<file path="src/rtl/fm_axi_pkg.sv">
// Shared types and constant AXI field values for the fm command masters.
package fm_axi_pkg;

    typedef enum logic [2:0] {
        ST_IDLE,
        ST_WR_REQ,
        ST_WR_RESP,
        ST_RD_REQ,
        ST_RD_RESP,
        ST_RSP
    } state_t;

    localparam int unsigned DATA_WIDTH = 32;
    localparam int unsigned STRB_WIDTH = DATA_WIDTH / 8;

    localparam logic [2:0] SIZE_32B    = 3'b010;
    localparam logic [1:0] BURST_INCR  = 2'b01;
    localparam logic [1:0] RESP_OKAY   = 2'b00;
    localparam logic [1:0] RESP_SLVERR = 2'b10;

endpackage

</file>
<file path="src/rtl/fm_axi_timeout_cnt.sv">
// Response watchdog: held at zero while cleared, counts while running,
// flags expiry on the cycle the count sits at TIMEOUT_CYCLES-1.
module fm_axi_timeout_cnt #(
    parameter int unsigned TIMEOUT_CYCLES = 1024
) (
    input  logic clk,
    input  logic rst_n,
    input  logic clear,
    input  logic run,
    output logic expire
);

    localparam int unsigned CNT_W = $clog2(TIMEOUT_CYCLES);
    localparam logic [CNT_W-1:0] CNT_LAST = CNT_W'(TIMEOUT_CYCLES - 1);

    logic [CNT_W-1:0] count_reg;

    assign expire = run && (count_reg == CNT_LAST);

    always_ff @(posedge clk or negedge rst_n) begin
        if (!rst_n) begin
            count_reg <= '0;
        end else if (clear) begin
            count_reg <= '0;
        end else if (run && !expire) begin
            count_reg <= count_reg + CNT_W'(1);
        end
    end

endmodule

</file>
<file path="src/rtl/fm_axi_cmd_master.sv">
// Single-outstanding AXI4 master: turns read/write commands into single-beat
// AR/R or AW/W/B transactions, each tagged with a fresh ID and guarded by a timeout.
module fm_axi_cmd_master
    import fm_axi_pkg::*;
#(
    parameter int unsigned AXI_ADDR_WIDTH   = 32,
    parameter int unsigned AXI_ID_BIT_COUNT = 6,
    parameter int unsigned TIMEOUT_CYCLES   = 1024
) (
    input  logic                        clk_axi,
    input  logic                        reset_axi_n,
    input  logic                        cmd_valid,
    output logic                        cmd_ready,
    input  logic                        cmd_write,
    input  logic [AXI_ADDR_WIDTH-1:0]   cmd_addr,
    input  logic [DATA_WIDTH-1:0]       cmd_wdata,
    input  logic [STRB_WIDTH-1:0]       cmd_wstrb,
    output logic                        rsp_valid,
    input  logic                        rsp_ready,
    output logic [DATA_WIDTH-1:0]       rsp_rdata,
    output logic [1:0]                  rsp_resp,
    output logic                        rsp_timeout,
    output logic [AXI_ADDR_WIDTH-1:0]   master_readMOSI_araddr,
    output logic [AXI_ID_BIT_COUNT-1:0] master_readMOSI_arid,
    output logic                        master_readMOSI_arvalid,
    output logic [7:0]                  master_readMOSI_arlen,
    output logic [2:0]                  master_readMOSI_arsize,
    output logic [1:0]                  master_readMOSI_arburst,
    output logic [2:0]                  master_readMOSI_arprot,
    output logic                        master_readMOSI_arlock,
    output logic [3:0]                  master_readMOSI_arcache,
    output logic [3:0]                  master_readMOSI_arqos,
    output logic [3:0]                  master_readMOSI_arregion,
    output logic                        master_readMOSI_aruser,
    output logic                        master_readMOSI_rready,
    input  logic                        master_readMISO_arready,
    input  logic [AXI_ID_BIT_COUNT-1:0] master_readMISO_rid,
    input  logic [DATA_WIDTH-1:0]       master_readMISO_rdata,
    input  logic                        master_readMISO_rvalid,
    input  logic [1:0]                  master_readMISO_rresp,
    input  logic                        master_readMISO_rlast,
    input  logic                        master_readMISO_ruser,
    output logic [AXI_ADDR_WIDTH-1:0]   master_writeMOSI_awaddr,
    output logic [AXI_ID_BIT_COUNT-1:0] master_writeMOSI_awid,
    output logic                        master_writeMOSI_awvalid,
    output logic [7:0]                  master_writeMOSI_awlen,
    output logic [2:0]                  master_writeMOSI_awsize,
    output logic [1:0]                  master_writeMOSI_awburst,
    output logic [2:0]                  master_writeMOSI_awprot,
    output logic                        master_writeMOSI_awlock,
    output logic [3:0]                  master_writeMOSI_awcache,
    output logic [3:0]                  master_writeMOSI_awqos,
    output logic [3:0]                  master_writeMOSI_awregion,
    output logic                        master_writeMOSI_awuser,
    output logic [AXI_ID_BIT_COUNT-1:0] master_writeMOSI_wid,
    output logic [DATA_WIDTH-1:0]       master_writeMOSI_wdata,
    output logic                        master_writeMOSI_wvalid,
    output logic [STRB_WIDTH-1:0]       master_writeMOSI_wstrb,
    output logic                        master_writeMOSI_wlast,
    output logic                        master_writeMOSI_wuser,
    output logic                        master_writeMOSI_bready,
    input  logic                        master_writeMISO_awready,
    input  logic                        master_writeMISO_wready,
    input  logic [AXI_ID_BIT_COUNT-1:0] master_writeMISO_bid,
    input  logic                        master_writeMISO_bvalid,
    input  logic [1:0]                  master_writeMISO_bresp,
    input  logic                        master_writeMISO_buser
);

    state_t                      state_reg;
    logic [AXI_ID_BIT_COUNT-1:0] txn_id_reg;
    logic [AXI_ADDR_WIDTH-1:0]   addr_reg;
    logic [DATA_WIDTH-1:0]       wdata_reg;
    logic [STRB_WIDTH-1:0]       wstrb_reg;
    logic                        cmd_ready_reg;
    logic                        awvalid_reg;
    logic                        wvalid_reg;
    logic                        arvalid_reg;
    logic                        bready_reg;
    logic                        rready_reg;
    logic                        rsp_valid_reg;
    logic [DATA_WIDTH-1:0]       rsp_rdata_reg;
    logic [1:0]                  rsp_resp_reg;
    logic                        rsp_timeout_reg;
    logic                        timer_run;
    logic                        timer_expire;
    logic                        unused_ok;

    assign timer_run = (state_reg == ST_WR_RESP) || (state_reg == ST_RD_RESP);
    assign unused_ok = &{1'b0, master_readMISO_rlast, master_readMISO_ruser, master_writeMISO_buser};

    fm_axi_timeout_cnt #(
        .TIMEOUT_CYCLES(TIMEOUT_CYCLES)
    ) u_timeout (
        .clk    (clk_axi),
        .rst_n  (reset_axi_n),
        .clear  (!timer_run),
        .run    (timer_run),
        .expire (timer_expire)
    );

    always_ff @(posedge clk_axi or negedge reset_axi_n) begin
        if (!reset_axi_n) begin
            state_reg       <= ST_IDLE;
            txn_id_reg      <= '0;
            addr_reg        <= '0;
            wdata_reg       <= '0;
            wstrb_reg       <= '0;
            cmd_ready_reg   <= 1'b0;
            awvalid_reg     <= 1'b0;
            wvalid_reg      <= 1'b0;
            arvalid_reg     <= 1'b0;
            bready_reg      <= 1'b0;
            rready_reg      <= 1'b0;
            rsp_valid_reg   <= 1'b0;
            rsp_rdata_reg   <= '0;
            rsp_resp_reg    <= '0;
            rsp_timeout_reg <= 1'b0;
        end else begin
            case (state_reg)
                ST_IDLE: begin
                    // Both response channels stay open here so stale beats drain.
                    cmd_ready_reg <= 1'b1;
                    bready_reg    <= 1'b1;
                    rready_reg    <= 1'b1;
                    if (cmd_valid && cmd_ready_reg) begin
                        cmd_ready_reg <= 1'b0;
                        bready_reg    <= 1'b0;
                        rready_reg    <= 1'b0;
                        addr_reg      <= cmd_addr;
                        wdata_reg     <= cmd_wdata;
                        wstrb_reg     <= cmd_wstrb;
                        txn_id_reg    <= txn_id_reg + AXI_ID_BIT_COUNT'(1);
                        if (cmd_write) begin
                            awvalid_reg <= 1'b1;
                            wvalid_reg  <= 1'b1;
                            state_reg   <= ST_WR_REQ;
                        end else begin
                            arvalid_reg <= 1'b1;
                            state_reg   <= ST_RD_REQ;
                        end
                    end
                end
                ST_WR_REQ: begin
                    if (master_writeMISO_awready) awvalid_reg <= 1'b0;
                    if (master_writeMISO_wready)  wvalid_reg  <= 1'b0;
                    if ((!awvalid_reg || master_writeMISO_awready) &&
                        (!wvalid_reg  || master_writeMISO_wready)) begin
                        bready_reg <= 1'b1;
                        state_reg  <= ST_WR_RESP;
                    end
                end
                ST_WR_RESP: begin
                    if (master_writeMISO_bvalid && (master_writeMISO_bid == txn_id_reg)) begin
                        rsp_valid_reg   <= 1'b1;
                        rsp_rdata_reg   <= '0;
                        rsp_resp_reg    <= master_writeMISO_bresp;
                        rsp_timeout_reg <= 1'b0;
                        bready_reg      <= 1'b0;
                        state_reg       <= ST_RSP;
                    end else if (timer_expire) begin
                        rsp_valid_reg   <= 1'b1;
                        rsp_rdata_reg   <= '0;
                        rsp_resp_reg    <= RESP_SLVERR;
                        rsp_timeout_reg <= 1'b1;
                        bready_reg      <= 1'b0;
                        state_reg       <= ST_RSP;
                    end
                end
                ST_RD_REQ: begin
                    if (master_readMISO_arready) begin
                        arvalid_reg <= 1'b0;
                        rready_reg  <= 1'b1;
                        state_reg   <= ST_RD_RESP;
                    end
                end
                ST_RD_RESP: begin
                    if (master_readMISO_rvalid && (master_readMISO_rid == txn_id_reg)) begin
                        rsp_valid_reg   <= 1'b1;
                        rsp_rdata_reg   <= master_readMISO_rdata;
                        rsp_resp_reg    <= master_readMISO_rresp;
                        rsp_timeout_reg <= 1'b0;
                        rready_reg      <= 1'b0;
                        state_reg       <= ST_RSP;
                    end else if (timer_expire) begin
                        rsp_valid_reg   <= 1'b1;
                        rsp_rdata_reg   <= '0;
                        rsp_resp_reg    <= RESP_SLVERR;
                        rsp_timeout_reg <= 1'b1;
                        rready_reg      <= 1'b0;
                        state_reg       <= ST_RSP;
                    end
                end
                ST_RSP: begin
                    if (rsp_ready) begin
                        rsp_valid_reg <= 1'b0;
                        cmd_ready_reg <= 1'b1;
                        bready_reg    <= 1'b1;
                        rready_reg    <= 1'b1;
                        state_reg     <= ST_IDLE;
                    end
                end
                default: state_reg <= ST_IDLE;
            endcase
        end
    end

    assign cmd_ready   = cmd_ready_reg;
    assign rsp_valid   = rsp_valid_reg;
    assign rsp_rdata   = rsp_rdata_reg;
    assign rsp_resp    = rsp_resp_reg;
    assign rsp_timeout = rsp_timeout_reg;

    assign master_readMOSI_araddr   = addr_reg;
    assign master_readMOSI_arid     = txn_id_reg;
    assign master_readMOSI_arvalid  = arvalid_reg;
    assign master_readMOSI_arlen    = 8'd0;
    assign master_readMOSI_arsize   = SIZE_32B;
    assign master_readMOSI_arburst  = BURST_INCR;
    assign master_readMOSI_arprot   = 3'd0;
    assign master_readMOSI_arlock   = 1'b0;
    assign master_readMOSI_arcache  = 4'd0;
    assign master_readMOSI_arqos    = 4'd0;
    assign master_readMOSI_arregion = 4'd0;
    assign master_readMOSI_aruser   = 1'b0;
    assign master_readMOSI_rready   = rready_reg;

    assign master_writeMOSI_awaddr   = addr_reg;
    assign master_writeMOSI_awid     = txn_id_reg;
    assign master_writeMOSI_awvalid  = awvalid_reg;
    assign master_writeMOSI_awlen    = 8'd0;
    assign master_writeMOSI_awsize   = SIZE_32B;
    assign master_writeMOSI_awburst  = BURST_INCR;
    assign master_writeMOSI_awprot   = 3'd0;
    assign master_writeMOSI_awlock   = 1'b0;
    assign master_writeMOSI_awcache  = 4'd0;
    assign master_writeMOSI_awqos    = 4'd0;
    assign master_writeMOSI_awregion = 4'd0;
    assign master_writeMOSI_awuser   = 1'b0;
    assign master_writeMOSI_wid      = txn_id_reg;
    assign master_writeMOSI_wdata    = wdata_reg;
    assign master_writeMOSI_wvalid   = wvalid_reg;
    assign master_writeMOSI_wstrb    = wstrb_reg;
    assign master_writeMOSI_wlast    = 1'b1;
    assign master_writeMOSI_wuser    = 1'b0;
    assign master_writeMOSI_bready   = bready_reg;

endmodule

</file>
<file path="config.mk">
export PLATFORM = sky130hd
export DESIGN_NAME = fm_axi_cmd_master
export DESIGN_NICKNAME = d
export VERILOG_FILES = /design/src/rtl/fm_axi_pkg.sv /design/src/rtl/fm_axi_timeout_cnt.sv /design/src/rtl/fm_axi_cmd_master.sv
export SDC_FILE = /design/constraint.sdc
export NUM_CORES = 1
export LEC_CHECK = 0
export CORE_AREA = 2 2 135 137
export DETAILED_ROUTE_END_ITERATION = 12
export DIE_AREA = 0 0 137 139
export GPL_TIMING_DRIVEN = 1
export PLACE_DENSITY = 0.72
export SYNTH_ARGS = -nofsm -noshare
export SYNTH_HDL_FRONTEND = slang
export SYNTH_HIERARCHICAL = 1
export SYNTH_SLANG_ARGS = --single-unit
</file>
<file path="constraint.sdc">
create_clock -name clk_axi -period 3 [get_ports clk_axi]
set_input_delay 0.9 -clock clk_axi [delete_from_list [all_inputs] [get_ports clk_axi]]
set_output_delay 0.9 -clock clk_axi [all_outputs]
set_load 0.02 [all_outputs]
</file>
# Word-level counts from Yosys, hierarchy flattened
# Cells that the tools add are included.
[op_classes]
n_mux = 48
reduce_logical = 29
eq_ne = 19
addsub = 2
[op_table]
columns = ["op", "n"]
rows = [
  ["$mux 32", 3],
  ["$pmux 32 s2", 1],
  ["$reduce_and 4->1", 6],
  ["$mux 1", 21],
  ["$mux 3", 7],
  ["$mux 10", 2],
  ["$ne 2x2->1 const B", 9],
  ["$pmux 3 s6", 1],
  ["$eq 6x6->1", 2],
  ["$add 10x1->10 const B", 1],
  ["$eq 10x10->1 const B", 1],
  ["$pmux 1 s2", 5],
  ["$mux 2", 4],
  ["$pmux 1 s4", 2],
  ["$reduce_bool 2->1", 4],
  ["$reduce_bool 4->1", 2],
  ["$add 6x1->6 const B", 1],
  ["$eq 3x2->1 const B", 2],
  ["$eq 3x3->1 const B", 2],
  ["$logic_and 1x1->1", 6],
  ["$ne 3x1->1 const B", 2],
  ["$reduce_and 2->1", 3],
  ["$pmux 2 s2", 1],
  ["$eq 3x1->1 const B", 1],
  ["5 further kinds", 9],
]
[word_totals]
input_bits = 129
out_inout_bits = 222
elab_cells = 114
ff_bits = 129

# Depth between registers and ports, before layout
[logic_depth]
word_depth = 7
ltp_mapped = 11
ltp_nobuf = 8

# Cells and area by module
# Netlist, hierarchy kept.
[by_module_without_submodules]
columns = ["module", "cells_each", "seq_area_each_um2", "instances", "area_each_um2"]
rows = [
  ["fm_axi_cmd_master", 470, 2977.9, 1, 5741.8],
  ["fm_axi_timeout_cnt", 71, 250.2, 1, 650.6],
]

# Worst setup path before layout
# Ideal clock, no wire load.
[synth_timing]
kind = "reg2reg"
from = "register state_reg[2]"
to = "register bready_reg, in the netlist master_writeMOSI_bready"
n_path_buf = 2
setup_slack_ns = 0.563
t_arrival_ns = 2.313
path_stages_with_launch = 10
required_ns = 2.876
setup_time_ns = 0.124
synth_period_minus_slack_ns = 2.437
path_cell_list = "dfrtp_1 > nand2b_1 > a21oi_1 > buf_2 > nand2_1 > nor3_1 > clkbuf_1 > nor2_1 > and4b_1 > a211o_1"
[synth_between]
elab_chain_len = 5
elab_cells_between_ends = 13
classes_between = "7 x eq/ne; 1 x mux; 5 x reduce/logical"
[synth_lines]
columns = ["item", "line_no", "rtl"]
rows = [
  ["start, declared", "fm_axi_cmd_master.sv:70", "state_t state_reg;"],
  ["start signal, assigned", "fm_axi_cmd_master.sv:104", "state_reg <= ST_IDLE;"],
  ["start signal, assigned", "fm_axi_cmd_master.sv:137", "state_reg <= ST_WR_REQ;"],
  ["start signal, assigned", "fm_axi_cmd_master.sv:140", "state_reg <= ST_RD_REQ;"],
  ["$eq 3x2->1 / $eq 3x3->1 (equally long branches)", "fm_axi_cmd_master.sv:89", "assign timer_run = (state_reg == ST_WR_RESP) || (state_reg == ST_RD_RESP);"],
  ["$logic_or 1x1->1 (*)", "fm_axi_cmd_master.sv:89", ""],
  ["via timer_run", "fm_axi_cmd_master.sv:85", "logic timer_run;"],
  ["$logic_and 1x1->1 (*)", "fm_axi_timeout_cnt.sv:18", "assign expire = run && (count_reg == CNT_LAST);"],
  ["via timer_expire", "fm_axi_cmd_master.sv:86", "logic timer_expire;"],
  ["$ne 3x1->1 (no source line) (*)", "n/a", ""],
  ["$reduce_and 4->1 (no source line) (*)", "n/a", ""],
  ["end signal, assigned", "fm_axi_cmd_master.sv:113", "bready_reg <= 1'b0;"],
  ["end signal, assigned", "fm_axi_cmd_master.sv:124", "bready_reg <= 1'b1;"],
  ["end signal, assigned", "fm_axi_cmd_master.sv:128", "bready_reg <= 1'b0;"],
  ["end, declared", "fm_axi_cmd_master.sv:79", "logic bready_reg;"],
]
# Mark *: on every way through the listed nets, which the timed path passes. The rest lies on a longest branch.
# A chain may end at the register's enable or synchronous reset.

# Worst setup path after layout
[layout_timing]
from = "register txn_id_reg[3], in the netlist master_readMOSI_arid[3]"
to = "output master_writeMOSI_awid[3]"
[layout_rtl]
columns = ["item", "line_no", "rtl"]
rows = [
  ["start, declared", "fm_axi_cmd_master.sv:71", "logic [AXI_ID_BIT_COUNT-1:0] txn_id_reg;"],
  ["start signal, assigned", "fm_axi_cmd_master.sv:133", "txn_id_reg <= txn_id_reg + AXI_ID_BIT_COUNT'(1);"],
  ["end, declared", "fm_axi_cmd_master.sv:44", "output logic [AXI_ID_BIT_COUNT-1:0] master_writeMOSI_awid,"],
]
# No word-level cell between the ends.

==> metrics.txt <==
nets@finish=slightly above 900; startpoint types=flip-flop; RSZ-0062 raised after global routing=false; largest fanout on the critical path=8; Synth Warn #=6; Post-CTS Resized=0; worst setup path class=flip-flop to primary output; Syn Inst Count=about 540; minimum clock period=about 2.7 ns; drt via density=~4.7; Layout area overhead=50.2%; synth top area cells=dfrtp_1 50%, buf_4 13%, mux2_2 13%, a22o_1 4.4%, xnor2_1 1.9%; Post-synth EDFFs=0; Critical Path AT=about 1.8 ns; P_leak=between 0.004 and 0.005 uW; status=finished, final reports clean; Non-Filler Instances=1033; vias in the first global route=4854; critical path's slowest cell=clkdlybuf4s50_1; top cells by instance count after synthesis=129 x dfrtp_1, 109 x buf_4, 72 x mux2_2, 32 x a22o_1, 20 x nor2_1; CTS clk-pin slew, worst paths=roughly 0.070 ns; Largest delay share family, worst path=buffers and inverters; # hold bufs at CTS=0; Clock Latency Late Sink=~0.42 ns; FP Rows=between 40 and 50; Syn Std Cell Area=6390 um2; largest net degree at the start of global routing=56; cts bufs inserted=17; Worst setup EP type=primary output; DRC viols=0; Post-CTS Setup Bufs=0; H-tree depth=4; Yosys top cell by area=dfrtp_1; Overall Power=between 9000 and 10000 uW; Final Routed Wirelength=17.4 mm; worst slew pin tran=approximately 0.58 ns; Cell Pwr Density=~1000 nW/um2; most numerous cell in the Yosys netlist=dfrtp_1; max frequency=~370 MHz; Port Buffer Count=~290; worst vdd ir=between 0.6 and 0.7 mV; post-DP HPWL=between 10 and 15 mm; sequential area share after synthesis=approximately 50%; final-report setup violation count=0; Root Driver=clkbuf_16; routability cong.=0.829; gr ovfl total=0; share of cells above drive strength 1=roughly 16%; Post-synth ARST share=100%; Slew headroom=roughly three fifths; Bufs and invs on worst path=1; Yosys top cell area share=50.5%; Clock Path Buffers=2; final hold viol count=0; clock sink count=approximately 130; initial core utilization=between 30% and 40%; FF+latch count, synth=129; die width=about 140 um; CTS tree=built; router iterations before antenna repair=4; Slew Viols, Final=0; 1st-iter DRT viols=200; core area=between 15000 and 20000 um2; initial antenna violation count=0; vias=between 4000 and 5000; Total GRT Usage=between 10% and 20%; first-pass GRT wire length=26.8 mm; worst stage delay on the critical path=between 0.7 and 0.8 ns; I/O pin count=351; DIE AREA=~19000 um2; main flop type after synthesis=dfrtp_1; Post-Syn Area per Cell=~12 um2; diodes inserted=0; Cell Chain, Critical Path=clkdlybuf4s50_1; fin crit share=between 80% and 90%; routed len/inst=about 17 um; Worst Skew=0.0144 ns; Worst EP required=around 2.1 ns; HP Class=primary input to async pin; library cells used by synthesis=between 50 and 60; Max-Cap Viols=0; Placed Cells=around 1000; Die Ht=between 100 and 150 um; Post-DRT Antenna Nets=0; setup TNS=0 ns
-- final cells by class --
cell class / instances / area [um2]
sequential: 129 / 3230
fill: 1538 / 8060
inverter: 9 / 33.8
clock inverter: 15 / 169
multi-input combinational: 331 / 2420
clock buffer: 17 / 425
tap: 229 / 287
timing repair buffer: 303 / 3040
-- path summary, 6_finish.rpt --
check | from | endpoint | slack (ns) | depth (start not counted)
worst min register to register | rsp_rdata[20]$_DFFE_PN0N_ | rsp_rdata[20]$_DFFE_PN0N_ | 0.50 | 1
max in group asynchronous | reset_axi_n | state_reg[1]$_DFFE_PN0P_ | 1.86 | 2
min in group clk_axi | rsp_rdata[20]$_DFFE_PN0N_ | rsp_rdata[20]$_DFFE_PN0N_ | 0.50 | 1
worst max-delay path | master_readMOSI_arid[3]$_DFFE_PN0P_ | master_writeMOSI_awid[3] | 0.32 | 1
worst max register to register | state_reg[2]$_DFFE_PN0P_ | rsp_valid$_DFFE_PN0P_ | 0.54 | 9
worst min-delay path | reset_axi_n | master_readMOSI_araddr[1]$_DFFE_PN0P_ | 0.43 | 1
-- logic make-up after synthesis --
family | share of synthesized area, %
buffers and inverters | 15.5
DFF | 50.5
and+or+nand+nor | 8.14
AOI/OAI and AO/OA | 9.81
muxes | 13.2
xor gates and xnor gates | 2.33
adders and majority gates | 0.391
other | 0.117
-- metal layers --
metal,wire (um),track usage (%),vias to the layer above,part of all wire (%)
met3,1390,5.81,21,8.0
li1,-,-,2243,-
met4,280,5.86,0,1.6
met2,8980,30.8,198,51
met1,6790,22.6,2378,39
met5,0,0,-,0
-- cell usage in the layout (no fill, tap or decap), types with 4 or more instances in the layout --
| cell type | synthesis | routed |
|---|---|---|
| inv_6 | 0 | 7 |
| a22o_1 | 32 | 32 |
| nand2_1 | 15 | 15 |
| a211oi_1 | 5 | 5 |
| inv_1 | 8 | 8 |
| buf_4 | 109 | 14 |
| mux2_2 | 72 | 72 |
| clkdlybuf4s50_1 | 0 | 284 |
| nor2_1 | 20 | 20 |
| buf_12 | 0 | 4 |
| nand4_1 | 8 | 8 |
| o21ai_0 | 7 | 7 |
| conb_1 | 2 | 62 |
| clkbuf_16 | 0 | 17 |
| nor3_1 | 7 | 7 |
| dfrtp_1 | 129 | 129 |
| nor2b_1 | 9 | 9 |
| xnor2_1 | 14 | 14 |
| a21oi_1 | 17 | 17 |
| nand3_1 | 9 | 9 |
-- metrics by stage --
step	area [um2]	utilization, %	hold slack [ns]	setup WS (ns)
after floorplan	6620	-	0.586	0.563
after global placement	9010	51.0	0.482	0.258
after detailed placement	9010	51.0	0.481	0.218
after CTS	9600	54.4	0.447	0.236
after global routing	9600	54.4	0.467	0.246
final	9600	54.4	0.435	0.321
-- report_power, final --
part | internal, uW | switching [uW] | total [uW] | leakage, uW
clock network | 1250 | 852 | 2100 | 0.000284
logic | 2520 | 2400 | 4920 | 0.00214
registers | 2400 | 547 | 2940 | 0.00161
total | 6160 | 3800 | 9960 | 0.00404
No activity file was read; power rests on OpenSTA's default activity.
